File: src/rtl/portal_indication_arbiter_pkg.sv
// portal_indication_arbiter_pkg: default sizing and the shared queue entry type
package portal_indication_arbiter_pkg;
  localparam int NUM_CH_DEF = 4;
  localparam int DEPTH_DEF  = 8;
  localparam int DATA_W_DEF = 32;
  localparam int CH_W       = 8;
  typedef struct packed {
    logic [CH_W-1:0]       ch;
    logic [DATA_W_DEF-1:0] data;
  } entry_t;
endpackage

File: src/rtl/portal_indication_arbiter_rr_arbiter.sv
// rr_arbiter: one-hot round-robin pick, search starts at ptr_i ascending modulo N
module rr_arbiter #(
  parameter int N  = 4,
  parameter int PW = (N > 1) ? $clog2(N) : 1
) (
  input  logic [N-1:0]  elig_i,
  input  logic [PW-1:0] ptr_i,
  output logic [N-1:0]  grant_o,
  output logic [PW-1:0] idx_o
);
  logic [PW-1:0] c;
  // Scan from farthest to nearest so the channel closest to ptr_i is written last and wins
  always_comb begin
    grant_o = '0;
    idx_o   = '0;
    c       = '0;
    for (int k = N - 1; k >= 0; k--) begin
      c = PW'((int'(ptr_i) + k) % N);
      if (elig_i[c]) begin
        grant_o = N'(1) << c;
        idx_o   = c;
      end
    end
  end
endmodule

File: src/rtl/portal_indication_arbiter.sv
// portal_indication_arbiter: round-robin merge of indication requesters into one
// shared message queue with head-of-queue interrupt reporting
module portal_indication_arbiter
  import portal_indication_arbiter_pkg::*;
#(
  parameter int NUM_CH = NUM_CH_DEF,
  parameter int DEPTH  = DEPTH_DEF,
  parameter int DATA_W = DATA_W_DEF
) (
  input  logic                       CLK,
  input  logic                       RST,
  input  logic [NUM_CH-1:0]          ind_req,
  input  logic [NUM_CH*DATA_W-1:0]   ind_data,
  output logic [NUM_CH-1:0]          ind_grant,
  input  logic                       EN_deq,
  output logic                       RDY_deq,
  output logic                       notEmpty,
  output logic [DATA_W-1:0]          first,
  output logic                       intr_status,
  output logic [31:0]                intr_channel,
  input  logic                       EN_cfg,
  input  logic [NUM_CH-1:0]          cfg_mask,
  input  logic                       cfg_intr_en,
  output logic [$clog2(DEPTH):0]     occupancy
);
  localparam int AW = $clog2(DEPTH);
  localparam int OW = AW + 1;
  localparam int PW = (NUM_CH > 1) ? $clog2(NUM_CH) : 1;
  entry_t            mem_q [DEPTH];
  logic [AW-1:0]     head_q, tail_q;
  logic [OW-1:0]     occ_q, occ_d;
  logic [PW-1:0]     rr_q, rr_d, widx;
  logic [NUM_CH-1:0] mask_q, elig;
  logic              ien_q, full, push, pop;
  assign full = occ_q == OW'(DEPTH);
  // RST gates eligibility so no grant can appear while reset is held
  assign elig = ind_req & mask_q & {NUM_CH{~full & ~RST}};
  rr_arbiter #(.N(NUM_CH), .PW(PW)) u_rr (
    .elig_i (elig),
    .ptr_i  (rr_q),
    .grant_o(ind_grant),
    .idx_o  (widx)
  );
  assign push = |ind_grant;
  assign pop  = EN_deq & notEmpty;
  always_comb begin
    occ_d = occ_q + OW'(push) - OW'(pop);
    rr_d  = !push ? rr_q : (widx == PW'(NUM_CH - 1)) ? '0 : widx + 1'b1;
  end
  always_ff @(posedge CLK or posedge RST) begin
    if (RST) begin
      occ_q  <= '0;
      head_q <= '0;
      tail_q <= '0;
      rr_q   <= '0;
      mask_q <= '1;
      ien_q  <= 1'b0;
    end else begin
      occ_q <= occ_d;
      rr_q  <= rr_d;
      if (push) tail_q <= tail_q + 1'b1;
      if (pop) head_q <= head_q + 1'b1;
      if (EN_cfg) begin
        mask_q <= cfg_mask;
        ien_q  <= cfg_intr_en;
      end
    end
  end
  always_ff @(posedge CLK) begin
    if (push) mem_q[tail_q] <= '{ch: CH_W'(widx), data: DATA_W_DEF'(ind_data[widx*DATA_W +: DATA_W])};
  end
  assign notEmpty     = occ_q != '0;
  assign RDY_deq      = notEmpty;
  assign occupancy    = occ_q;
  assign intr_status  = notEmpty & ien_q;
  assign first        = notEmpty ? DATA_W'(mem_q[head_q].data) : '0;
  assign intr_channel = notEmpty ? 32'(mem_q[head_q].ch) : 32'hFFFF_FFFF;
endmodule

File: config.mk
export PLATFORM = sky130hd
export DESIGN_NAME = portal_indication_arbiter
export DESIGN_NICKNAME = d
export VERILOG_FILES = /design/src/rtl/portal_indication_arbiter_pkg.sv /design/src/rtl/portal_indication_arbiter_rr_arbiter.sv /design/src/rtl/portal_indication_arbiter.sv
export SDC_FILE = /design/constraint.sdc
export NUM_CORES = 1
export LEC_CHECK = 0
export CORE_ASPECT_RATIO = 0.5
export CORE_MARGIN = 3
export CORE_UTILIZATION = 34
export CTS_BUF_LIST = sky130_fd_sc_hd__clkbuf_8
export CTS_CLUSTER_SIZE = 30
export DETAILED_ROUTE_END_ITERATION = 12
export SYNTH_ARGS = -nofsm -noshare
export SYNTH_HDL_FRONTEND = slang
export SYNTH_SLANG_ARGS = --single-unit
File: constraint.sdc
create_clock -name CLK -period 6.15 [get_ports CLK]
set_input_delay 1.845 -clock CLK [delete_from_list [all_inputs] [get_ports CLK]]
set_output_delay 1.845 -clock CLK [all_outputs]
set_load 0.1 [all_outputs]
==> impl_results.rst <==
.. list-table::
   :header-rows: 1

   * - Metric
     - Value
   * - Starting utilization of the core area
     - between 30% and 40%
   * - DIE AREA
     - 41200 um2
   * - Endpoint required time on the critical path
     - 4.30 ns
   * - Die height
     - 145.0 um
   * - Post-layout net count
     - 1106
   * - Htree depth
     - 2
   * - Library cell with the largest summed area after synthesis
     - edfxtp_1
   * - Clock period minus worst slack
     - 5.919 ns
   * - Die boundary width
     - ~280 um
   * - Path depth of the worst reg2reg path
     - 13
   * - Root Driver
     - clkbuf_8
   * - Clock skew after layout
     - 0.02171 ns
   * - Highest-delay cell along the critical path
     - clkdlybuf4s50_1
   * - Drt total wl
     - 28990 um
   * - Number of vias in the routed layout
     - 7257
   * - Area of the core region
     - 37790 um2
   * - Setup repair after global routing missed its margin
     - false
   * - Max-slew violation count
     - 0
   * - Remaining DRCs
     - 0
   * - Maximum number of pins on one net before global-route repair
     - 50
   * - Number of input and output port buffers inserted
     - 215
   * - Detailed-router iteration count before antenna repair
     - 5
   * - Setup Crit Path Kind
     - in2out
   * - Final TNS setup
     - 0 ns
   * - Count of different cell masters after synthesis
     - 53
   * - Number of enable flip-flop cells after synthesis
     - 272
   * - Leftover overflow at the end of global routing
     - 0
   * - Area added between synthesis and finish
     - 27.05%
   * - Non-filler instance count after layout
     - around 1500
   * - Post-Synthesis Net Count
     - approximately 900
   * - Inst Count DP
     - 1423
   * - Weighted congestion at the end of routability-driven global placement
     - 0.7725
   * - Global-route wire length before repair
     - 45060 um
   * - Layout cell share with drive strength beyond 1
     - just under 20%
   * - Insertion delay of the later-clocked pin in the worst-skew pair
     - 0.54 ns
   * - Normalized max-slew margin
     - 30.10%
   * - Routed via count divided by cell count
     - 4.857
   * - Syn_area_per_cell
     - 17.83 um2
   * - Startpoint class of the critical path
     - primary input
   * - Initial antenna violation count
     - 0
   * - Warnings from Yosys
     - 0
   * - Ant diodes
     - 0
   * - Post-Syn Instances
     - approximately 740
   * - Slew at the pin closest to its max-slew limit
     - between 1 and 1.5 ns
   * - Ranking of synthesized cells by instance count
     - edfxtp_1 (272), mux2i_1 (131), mux4_2 (70), nor2_1 (40), buf_4 (36)
   * - Crit path capture type
     - output port
   * - Flops & latches, synth
     - 289
   * - Hold depth
     - 1
   * - Flip-flop cell with the highest count after synthesis
     - edfxtp_1
   * - Number of CTS-inserted buffers
     - 42
   * - Reg2reg start
     - rr_q[1]
   * - Number of global-route vias before repair
     - 7894
   * - Flop2flop setup slack
     - 1.77 ns
   * - Ratio of final minimum period to clock period
     - 96.25%
   * - HP Class
     - reg2reg
   * - Max-capacitance violation count
     - 0
   * - Number of clock sinks
     - 289
   * - FF-to-FF End
     - occupancy[2]
   * - Floorplan row count
     - 50
   * - Cell area after synthesis
     - about 13000 um2
   * - Critical Path Max Stage Delay
     - between 0.5 and 0.6 ns
   * - CP max FO
     - 8
   * - Fillers
     - 3357
   * - Cell types with the largest area share after synthesis
     - edfxtp_1 (62%), mux4_2 (12%), mux2i_1 (10%)
   * - Hold Violations, Final
     - 0
   * - Library cell with the highest instance count after synthesis
     - edfxtp_1
   * - TritonCTS clock tree
     - yes
   * - Hold path start
     - ien_q
   * - Synth top area share
     - between 60% and 70%
   * - Global routing usage summed across all routing layers
     - 13.97%
   * - Run status
     - finished clean
   * - Endpoint, Worst Hold
     - ien_q
   * - Clock slew at the register clock pins of the worst setup and hold paths
     - 0.06 ns
   * - Ys async rst share
     - 5.882%
   * - Clock tree buffer depth
     - 3
   * - IO Pins
     - 216
   * - Share of synthesized area occupied by flip-flops and latches
     - 65.42%
   * - Arrival time at the worst endpoint
     - 4.07 ns
   * - Upper clock frequency limit
     - 168.9 MHz
   * - Final setup vio count
     - 0
   * - HPWL after detailed placement
     - 17930 um
   * - Series of cell instances along the critical path
     - clkdlybuf4s50_1, nand2_2, mux4_2, nor2_2, a21oi_1, a31oi_2, buf_12
   * - Drt wl/cell
     - 19.40 um
   * - Routed Antenna Nets
     - 0
   * - Drt first-iter violations
     - between 400 and 500
-- final cells by class --
cell class | instances | area (um2) | area share [%]
Timing Repair Buffer | 239 | 2460 | 14.73
Tap cell | 520 | 650.6 | 3.896
Multi-Input combinational cell | 364 | 4189 | 25.08
Clock buffer | 43 | 591.8 | 3.544
Inverter | 11 | 41.29 | 0.2472
Sequential cell | 289 | 8605 | 51.52
Clock inverter | 28 | 162.7 | 0.9740
-- worst max path at each step --
stage	from	slack, ns	end	depth (start not counted)
final	ind_req[2]	0.23	ind_grant[0]	7
after global placement	ind_req[0]	0.30	ind_grant[3]	7
after detailed placement	ind_req[2]	0.14	ind_grant[3]	7
after floorplan	ind_req[0]	-0.53	mem_q[3][0]	8
after global routing	RST	0.13	ind_grant[2]	6
after CTS	ind_req[2]	0.15	ind_grant[3]	7
-- sequential cells by signal, summed over array words and instances (netlist names) --
register	count
mask_q	4
rr_q	2
ien_q	1
occupancy	4
tail_q	3
mem_q	272
head_q	3
-- cell families (layout without fill, tap and decap cells) --
logic type                 after synthesis  after routing  synth area share (%)
buffers and inverters                   84            321                 3.789
DFF                                    289            289                 65.42
AOI/OAI and AO/OA                       36             36                 2.161
xor gates and xnor gates                 6              6                0.3998
muxes                                  211            211                 22.83
adders and majority gates               18             18                 1.771
and+or+nand+nor                         93             93                 3.637
-- layout by cell type (no fill, tap or decap), drive strengths merged, types with 2 or more instances in the layout --
cell	count
a21o	3
a21oi	7
a22oi	2
a31oi	4
and2	3
and3	4
buf	28
bufinv	2
clkbuf	43
clkdlybuf4s50	211
clkinv	11
dfrtp	13
dfstp	4
edfxtp	272
ha	17
inv	25
mux2	10
mux2i	131
mux4	70
nand2	11
nand3	17
nor2	41
nor3	3
nor3b	2
nor4	2
nor4b	3
nor4bb	2
o211ai	5
o21ai	6
o41ai	2
xnor2	4
xor2	2
-- worst max-delay path, delay by kind of cell --
| kind | cells | cell delay, ns |
|---|---|---|
| buf+inv | 2 | 0.82 |
| mux | 1 | 0.54 |
| compound gates | 2 | 0.52 |
| simple gates | 2 | 0.34 |
-- routing by layer --
layer  vias to the layer above  global-route usage [%]  share of wire [%]
met3                        35                   2.292                3.5
met5                         -                       0                  0
met1                      3747                   18.23                 44
li1                       3330                       -                  -
met2                       145                   24.59                 52
met4                         0                   3.157                1.2
-- per-stage QoR --
step	hold WS, ns	util (%)	cell area [um2]	setup slack, ns
finish	0.4987	44.20	16700	0.2308
global placement	0.4850	42.18	15940	0.3023
floorplan	0.4720	-	13210	-0.5310
global route	0.5373	44.20	16700	0.1270
detailed placement	0.4904	42.18	15940	0.1423
CTS	0.5050	44.18	16690	0.1451
-- repair_timing --
| item | 4_1_cts | 5_1_grt |
|---|---|---|
| endpoints found under the setup margin | 0 | 3 |
| endpoints found under the hold margin | 0 | 0 |
| resized for setup | 0 | 1 |
| setup buffers | 0 | 0 |
| hold buffers | 0 | 0 |
Power is not shown: default switching activity piles up to over one toggle a cycle in this logic, so the estimate is an artifact.
